$ cat src/rtl/ascon_ctrl.sv
// ascon_ctrl: sequencing controller for an Ascon-style AEAD operation built
// around an external permutation engine.
//
// State | meaning
// IDLE  | waiting for a start edge (only honoured once a key has been written)
// INIT  | initial 12-round permutation in flight
// ABS_HI| waiting for the high 32-bit word of the current 64-bit block
// ABS_LO| waiting for the low 32-bit word of the current 64-bit block
// PERM_B| 6-round permutation between message blocks in flight
// FINAL | 12-round finalisation permutation in flight
// TAG   | decrypt only: comparing four received tag words against the tag
// DONE  | one-cycle completion state, returns to IDLE
//
// Ports:
//   clk_i, rst_ni            clock, asynchronous active-low reset
//   key_i, key_valid_i       128-bit key and its written strobe
//   nonce_i                  128-bit nonce, sampled at start
//   data_in_i/_valid_i       32-bit input word stream
//   data_out_o/_valid_o      32-bit output word stream (one-cycle strobe)
//   start_enc_i/start_dec_i  level requests, acted on at their rising edge
//   busy_o, done_o, auth_o   status; tag_o holds the last encryption tag
//   perm_*                   request/response handshake to the permutation
module ascon_ctrl #(
  parameter int unsigned MSG_BLOCKS = 4
) (
  input  logic         clk_i,
  input  logic         rst_ni,
  input  logic [127:0] key_i,
  input  logic         key_valid_i,
  input  logic [127:0] nonce_i,
  input  logic [31:0]  data_in_i,
  input  logic         data_in_valid_i,
  output logic [31:0]  data_out_o,
  output logic         data_out_valid_o,
  input  logic         start_enc_i,
  input  logic         start_dec_i,
  output logic         busy_o,
  output logic         done_o,
  output logic         auth_o,
  output logic [127:0] tag_o,
  output logic         perm_start_o,
  output logic [3:0]   perm_rounds_o,
  output logic [319:0] perm_state_o,
  input  logic [319:0] perm_state_i,
  input  logic         perm_done_i
);

  localparam logic [2:0] ST_IDLE   = 3'd0;
  localparam logic [2:0] ST_INIT   = 3'd1;
  localparam logic [2:0] ST_ABS_HI = 3'd2;
  localparam logic [2:0] ST_ABS_LO = 3'd3;
  localparam logic [2:0] ST_PERM_B = 3'd4;
  localparam logic [2:0] ST_FINAL  = 3'd5;
  localparam logic [2:0] ST_TAG    = 3'd6;
  localparam logic [2:0] ST_DONE   = 3'd7;

  localparam logic [63:0] IV       = 64'h80400c0600000000;
  localparam logic [7:0]  LAST_BLK = 8'(MSG_BLOCKS - 1);

  logic [2:0]   state_q;
  logic [319:0] s_q;
  logic [7:0]   blk_cnt_q;
  logic [127:0] key_q;
  logic         key_loaded_q;
  logic         enc_prev_q;
  logic         dec_prev_q;
  logic         dec_mode_q;
  logic [1:0]   tag_idx_q;
  logic         tag_ok_q;

  logic         enc_rise;
  logic         dec_rise;
  logic [63:0]  khi;
  logic [63:0]  klo;
  logic [31:0]  x0_half;
  logic [31:0]  out_word;
  logic [31:0]  new_half;
  logic [319:0] s_abs;
  logic [319:0] s_fin;
  logic [319:0] s_init_done;
  logic [127:0] tag_calc;
  logic [127:0] tag_perm;
  logic [31:0]  tag_word;
  logic         tag_match;

  assign enc_rise = start_enc_i & ~enc_prev_q;
  assign dec_rise = start_dec_i & ~dec_prev_q;
  assign khi      = key_q[127:64];
  assign klo      = key_q[63:0];

  // The state register feeds the permutation directly; it is only written on
  // the cycle that issues a request or on perm_done_i, so it stays stable
  // for the whole request.
  assign perm_state_o = s_q;
  assign busy_o       = (state_q != ST_IDLE) && (state_q != ST_DONE);

  // Encrypt chains the ciphertext into x0, decrypt chains the received word.
  assign x0_half  = (state_q == ST_ABS_HI) ? s_q[319:288] : s_q[287:256];
  assign out_word = x0_half ^ data_in_i;
  assign new_half = dec_mode_q ? data_in_i : out_word;
  assign s_abs    = (state_q == ST_ABS_HI) ? {new_half, s_q[287:0]}
                                           : {s_q[319:288], new_half, s_q[255:0]};
  assign s_fin    = s_abs ^ {64'h8000000000000000, khi, klo, 128'd0};

  // Key mixed into x3/x4, then the domain-separation bit since there is no AD.
  assign s_init_done = perm_state_i ^ {192'd0, khi, klo} ^ 320'd1;

  assign tag_calc = {s_q[127:64] ^ khi, s_q[63:0] ^ klo};
  assign tag_perm = {perm_state_i[127:64] ^ khi, perm_state_i[63:0] ^ klo};

  always_comb begin
    tag_word = tag_calc[127:96];
    case (tag_idx_q)
      2'd1:    tag_word = tag_calc[95:64];
      2'd2:    tag_word = tag_calc[63:32];
      2'd3:    tag_word = tag_calc[31:0];
      default: tag_word = tag_calc[127:96];
    endcase
  end

  assign tag_match = (data_in_i == tag_word);

  always_ff @(posedge clk_i or negedge rst_ni) begin
    if (!rst_ni) begin
      state_q          <= ST_IDLE;
      s_q              <= '0;
      blk_cnt_q        <= '0;
      key_q            <= '0;
      key_loaded_q     <= 1'b0;
      enc_prev_q       <= 1'b0;
      dec_prev_q       <= 1'b0;
      dec_mode_q       <= 1'b0;
      tag_idx_q        <= '0;
      tag_ok_q         <= 1'b0;
      data_out_o       <= '0;
      data_out_valid_o <= 1'b0;
      done_o           <= 1'b0;
      auth_o           <= 1'b0;
      tag_o            <= '0;
      perm_start_o     <= 1'b0;
      perm_rounds_o    <= '0;
    end else begin
      enc_prev_q       <= start_enc_i;
      dec_prev_q       <= start_dec_i;
      perm_start_o     <= 1'b0;
      data_out_valid_o <= 1'b0;
      if (key_valid_i) key_loaded_q <= 1'b1;

      case (state_q)
        ST_IDLE: begin
          if (key_loaded_q && (enc_rise || dec_rise)) begin
            key_q         <= key_i;
            dec_mode_q    <= ~enc_rise;
            done_o        <= 1'b0;
            auth_o        <= 1'b0;
            blk_cnt_q     <= '0;
            tag_idx_q     <= '0;
            tag_ok_q      <= 1'b1;
            s_q           <= {IV, key_i, nonce_i};
            perm_start_o  <= 1'b1;
            perm_rounds_o <= 4'd12;
            state_q       <= ST_INIT;
          end
        end
        ST_INIT: begin
          if (perm_done_i) begin
            s_q     <= s_init_done;
            state_q <= ST_ABS_HI;
          end
        end
        ST_ABS_HI: begin
          if (data_in_valid_i) begin
            data_out_o       <= out_word;
            data_out_valid_o <= 1'b1;
            s_q              <= s_abs;
            state_q          <= ST_ABS_LO;
          end
        end
        ST_ABS_LO: begin
          if (data_in_valid_i) begin
            data_out_o       <= out_word;
            data_out_valid_o <= 1'b1;
            perm_start_o     <= 1'b1;
            if (blk_cnt_q < LAST_BLK) begin
              s_q           <= s_abs;
              perm_rounds_o <= 4'd6;
              state_q       <= ST_PERM_B;
            end else begin
              s_q           <= s_fin;
              perm_rounds_o <= 4'd12;
              state_q       <= ST_FINAL;
            end
          end
        end
        ST_PERM_B: begin
          if (perm_done_i) begin
            s_q       <= perm_state_i;
            blk_cnt_q <= blk_cnt_q + 8'd1;
            state_q   <= ST_ABS_HI;
          end
        end
        ST_FINAL: begin
          if (perm_done_i) begin
            s_q <= perm_state_i;
            if (dec_mode_q) begin
              state_q <= ST_TAG;
            end else begin
              tag_o   <= tag_perm;
              auth_o  <= 1'b0;
              done_o  <= 1'b1;
              state_q <= ST_DONE;
            end
          end
        end
        ST_TAG: begin
          if (data_in_valid_i) begin
            tag_ok_q  <= tag_ok_q & tag_match;
            tag_idx_q <= tag_idx_q + 2'd1;
            if (tag_idx_q == 2'd3) begin
              auth_o  <= tag_ok_q & tag_match;
              done_o  <= 1'b1;
              state_q <= ST_DONE;
            end
          end
        end
        ST_DONE: begin
          state_q <= ST_IDLE;
        end
        default: begin
          state_q <= ST_IDLE;
        end
      endcase
    end
  end

endmodule
$ cat config.mk
export PLATFORM = sky130hd
export DESIGN_NAME = ascon_ctrl
export DESIGN_NICKNAME = d
export VERILOG_FILES = /design/src/rtl/ascon_ctrl.sv
export SDC_FILE = /design/constraint.sdc
export NUM_CORES = 2
export LEC_CHECK = 0
export ABC_AREA = 1
export BUFFER_PORTS_ARGS = -buffer_cell sky130_fd_sc_hd__buf_2
export CAP_MARGIN = 40
export CORE_AREA = 2 2 425 427
export DETAILED_ROUTE_END_ITERATION = 16
export DIE_AREA = 0 0 427 429
export SLEW_MARGIN = 25
export SYNTH_ARGS = -nofsm -noshare
export SYNTH_HDL_FRONTEND = slang
export SYNTH_SLANG_ARGS = --single-unit
$ cat constraint.sdc
create_clock -name clk_i -period 2.5 [get_ports clk_i]
set_clock_uncertainty 0.2 [all_clocks]
set_input_delay 0.75 -clock clk_i [delete_from_list [all_inputs] [get_ports clk_i]]
set_output_delay 0.75 -clock clk_i [all_outputs]
set_load 0.01 [all_outputs]
# == Word level (Yosys, flattened, before mapping) ==
# Cells that the tools add are included.
# classes
eq_ne,23
n_addsub,2
n_bitwise,15
n_lt_le_gt_ge,1
mux,49
reduce_logical,22
# op_table
cell,n
2-to-1 mux 320 bit,7
one-hot mux 320 bit (5 select lines),1
XOR 320 x 128 -> 320 bit,1
XOR 320 bit,1
XOR 64 bit,4
one-hot mux 32 bit (3 select lines),1
2-to-1 mux 32 bit,2
equality test 32 bit,1
XOR 32 bit,1
2-to-1 mux 3 bit,7
one-hot mux 3 bit (7 select lines),1
"!= test 2 bit, second input constant",9
2-to-1 mux 1 bit,16
2-to-1 mux 8 bit,2
one-hot mux 8 bit (2 select lines),1
"equality test 3 bit, second input constant",4
2-to-1 mux 4 bit,3
AND reduction 3 bit,4
AND reduction 6 bit,2
"adder 8 x 1 -> 8 bit, second input constant",1
"< comparator 8 x 2 -> 1 bit, second input constant",1
one-hot mux 4 bit (2 select lines),1
AND reduction 7 bit,1
"equality test 3 x 2 -> 1 bit, second input constant",2
other kinds (20),38
# totals
reg_bits,634
elab_cells,129
in_bits,615

# == Logic depth before layout (Yosys ltp) ==
# depth
word_depth,9
depth_mapped,17

# == Worst setup path before layout ==
# Ideal clock, no wire load.
# synth_timing
path_kind,input -> register
from,input port start_enc_i
to,"register s_q[215], in the netlist perm_state_o[215]"
path_stages,11
required_ns,2.161
arrival_ns,2.171
n_path_buf,3
setup_slack_ns,-0.010
cell_sequence,inv_1 > o22ai_1 > inv_1 > o21ai_1 > nand2_1 > or2_1 > buf_2 > nor3_4 > buf_2 > buf_2 > a41oi_1
# synth_between
elab_chain_len,5
# synth_lines
item,line_no,source
from (decl),35,"input logic start_enc_i,"
bitwise AND 1 bit,86,assign enc_rise = start_enc_i & ~enc_prev_q;
logical OR 1 bit,151,if (key_loaded_q && (enc_rise || dec_rise)) begin
logical AND 1 bit,151,
!= test 2 bit (no line),--,
AND reduction 6 bit (no line),--,
to (signal assigned),159,"s_q <= {IV, key_i, nonce_i};"
to (signal assigned),167,s_q <= s_init_done;
to (signal assigned),175,s_q <= s_abs;
to (decl),61,logic [319:0] s_q;
# Every way passes these cells.
# A chain may end at the register's enable or synchronous reset.

# == Final worst setup path ==
# layout_timing
from,register tag_idx_q[0]
to,register auth_o
# layout_between
elab_chain_len,7
elab_cells_between_ends,11
classes_between,5 x eq/ne; 4 x mux; 1 x bitwise; 1 x reduce/logical
# layout_lines
item,line_no,source
from (decl),68,logic [1:0] tag_idx_q;
from (signal assigned),218,tag_idx_q <= tag_idx_q + 2'd1;
equality test 2 bit (tied with other cells),"113, 219",
one-hot mux 32 bit (3 select lines),113,case (tag_idx_q)
equality test 32 bit,121,assign tag_match = (data_in_i == tag_word);
bitwise AND 1 bit,220,auth_o <= tag_ok_q & tag_match;
2-to-1 mux 1 bit,219,if (tag_idx_q == 2'd3) begin
2-to-1 mux 1 bit,216,if (data_in_valid_i) begin
one-hot mux 1 bit (3 select lines),149,case (state_q)
to (signal assigned),220,
to (decl),39,"output logic auth_o,"
# Parallel ways exist; a longest one is shown, timed or not. The select of a mux whose other input is x is not followed.

==> flow_summary.json <==
{
  "status": "complete, but fails checks",
  "grt.met3_usage_pct": 6.17,
  "drt_iter0_drc": 3488,
  "grtUsageMet1_pct": 30.9,
  "drv_slew": 0,
  "hp-class": "input port to flop",
  "via_count": 41700,
  "cap_violations": 0,
  "ant_nets": 0,
  "worst_slack_ns": -0.345,
  "fmax_mhz": 352,
  "place_congestion": 0.997,
  "path_clk_slew_ns": 0.06,
  "grt_pass1_vias": 39500,
  "finalSetupViolCount": 192,
  "instances_no_fill": 8587,
  "numPortBuffers": 1102,
  "rows": 155,
  "antenna_found_initial": 95,
  "layout-drive-gt1-share_pct": 38.2,
  "routed_wl_mm": 246,
  "rsz0062_at_grt": "true",
  "path_class": "flop to flop",
  "synth_cell_type_count": 39,
  "dp.cells": 8199,
  "met2_usage_pct": 38.9,
  "vdd_drop_max_mv": 0.904,
  "insertion_delay_ns": 0.73,
  "slew-limit-headroom_pct": 51.2,
  "routedWlPerCell_um": 28.6,
  "worstMarginPinSlew_ns": 0.731,
  "numCtsBuffers": 84,
  "worstPathArrival_ns": 3.28,
  "end_kind": "flop",
  "dpl.hpwl_mm": 185,
  "syn_area_mm2": 0.0345,
  "period_needed_ns": 2.84,
  "fin_total_pwr_mw": 99.4,
  "die_h_um": 429,
  "area_growth_syn_to_layout_pct": 60.1,
  "p_leak_nw": 25.0,
  "synth.net_count": 5253,
  "p_per_area_mw_per_mm2": 1800,
  "ys_seq_elements": 633,
  "grt_max_degree": 68,
  "synth-seq-area-share_pct": 45.9,
  "place_area_mm2": 0.0457,
  "fin_area_mm2": 0.0553,
  "grt_use_total_pct": 24.9,
  "final_cell_mix": "nand2_1 (1228), buf_2 (1100), dfrtp_1 (628)",
  "syn_inst": 4633,
  "cts_tree": "yes",
  "core_mm2": 0.178,
  "dp_slack_ns": -1.30,
  "path_max_fanout": 4,
  "layout_commonest_cell": "nand2_1",
  "fin_crit_sh_pct": 114,
  "viasPerCell": 4.86,
  "yosys_warnings": 0,
  "syn_area_per_cell_um2": 7.45,
  "clock_path_buffers": 3,
  "violations": "negative setup slack",
  "drc_errors": 0,
  "die_area_mm2": 0.183,
  "grt_overflow": 0,
  "crit_path_start_kind": "flop",
  "hold_viol": 0,
  "htreeDepth": 3,
  "io_pins": 1104,
  "cts_sinks": 633,
  "start_util_pct": 19.4,
  "chipWidth_um": 427,
  "grt_pass1_wl_mm": 319,
  "layout.nets": 6725,
  "top_usage_layer": "met2",
  "dr.pass1.iters": 6,
  "required_ns": 2.94,
  "tns_ns": -13.67,
  "cts_root_buf": "clkbuf_16"
}
area by class of cell:
class	count	area [um2]
Multi-Input combinational cell	3425	19700
Clock buffer	115	2440
Clock inverter	38	495
Antenna cell	60	150
Inverter	311	1190
Timing Repair Buffer	1650	12500
Sequential cell	633	15800
Tap cell	2355	2950
Fill cell	19000	123000
cells in the mapped netlist:
library cell / instances / area share (%)
nand2_1: 1276 / 14
nor2_1: 769 / 8.4
dfrtp_1: 633 / 46
inv_1: 302 / 3.3
a21oi_1: 297 / 4.3
o21ai_0: 295 / 4.3
clkbuf_1: 188 / 2.0
xnor2_1: 145 / 3.7
nand3_1: 135 / 2.0
a31oi_1: 132 / 2.4
a41oi_1: 129 / 3.3
xor2_1: 81 / 2.1
or2_2: 63 / 1.1
buf_2: 51 / 0.74
o22ai_1: 23 / 0.42
o211ai_1: 19 / 0.41
o221ai_1: 15 / 0.38
buf_4: 14 / 0.30
nand4_1: 14 / 0.25
buf_1: 11 / 0.12
inv_2: 7 / 0.076
ha_1: 5 / 0.18
a221oi_1: 4 / 0.10
nor3_1: 4 / 0.058
nor2_2: 3 / 0.054
nor3_2: 3 / 0.087
clkinv_1: 2 / 0.022
o21ai_1: 2 / 0.029
conb_1: 1 / 0.011
mux2_2: 1 / 0.033
nand3b_1: 1 / 0.022
nor3_4: 1 / 0.047
nor4_1: 1 / 0.018
o2111ai_1: 1 / 0.025
o211a_1: 1 / 0.029
o21a_1: 1 / 0.022
o21bai_1: 1 / 0.022
o41ai_1: 1 / 0.025
or2_1: 1 / 0.018
state kept, by name, summed over array words and instances (netlist names):
signal	flops
key_loaded_q	1
dec_prev_q	1
blk_cnt_q	8
tag_ok_q	1
auth_o	1
key_q	128
dec_mode_q	1
perm_state_o	320
done_o	1
data_out_valid_o	1
tag_idx_q	2
data_out_o	32
perm_start_o	1
state_q	3
perm_rounds_o	3
tag_o	128
enc_prev_q	1
metrics by stage:
stage	hold WS (ns)	utilization [%]
final	0.0812	31.1
after global routing	0.0370	31.0
after CTS	0.000820	29.3
after detailed placement	0.261	25.7
after global placement	0.260	25.7
after floorplan	0.240	-
repair_timing:
item | CTS | global route
pin swaps | 49 | 96
buffers inserted | 57 | 28
endpoints found under the hold margin | 58 | 0
gates cloned | 25 | 36
endpoints found under the setup margin | 293 | 350
resized for setup | 412 | 554
hold buffers | 45 | 0
path summary, 6_finish.rpt:
check / end / slack, ns / depth (start not counted) / from
min in group asynchronous: perm_state_o[264] / 0.39 / 2 / rst_ni
max in group asynchronous: key_q[17] / 0.81 / 4 / rst_ni
max: auth_o / -0.34 / 18 / tag_idx_q[0]
min: key_q[8] / 0.08 / 3 / key_i[8]
min reg2reg: key_loaded_q / 0.28 / 1 / key_loaded_q
max reg2reg: auth_o / -0.34 / 18 / tag_idx_q[0]
kinds of logic after synthesis:
kind of cell / Yosys count / share of synthesized area (%)
and+or+nand+nor: 2271 / 25.9
adders and majority gates: 5 / 0.181
buffers and inverters: 575 / 6.59
AOI/OAI and AO/OA: 921 / 15.7
xor gates and xnor gates: 226 / 5.73
muxes: 1 / 0.0326
other: 1 / 0.0109
DFF: 633 / 45.9
routing by layer:
layer  up-vias  wire length (um)
li1      18200                 -
met1     20600             97500
met2      2255            111000
met3       625             19600
met4        22             17400
met5         -               141
report_power, final:
group | switching (mW) | internal, mW
sequential | 6.48 | 15.6
combinational | 37.7 | 26.5
clock | 5.47 | 7.70
worst max-delay path, stage by stage, from the launching register on:
cell	delay (ns)
dfrtp_2	0.44
inv_2	0.08
buf_6	0.11
ha_4	0.22
buf_16	0.16
nand2_1	0.07
nor2_2	0.28
nor2_4	0.15
nand2_2	0.15
nand2_1	0.06
nand2_1	0.05
nand2_1	0.06
inv_1	0.06
nand2_1	0.05
nor2_1	0.10
nand2_1	0.09
nor2_4	0.17
nand3_4	0.11
o21ai_1	0.13
Power figures use the tool's default switching activity.
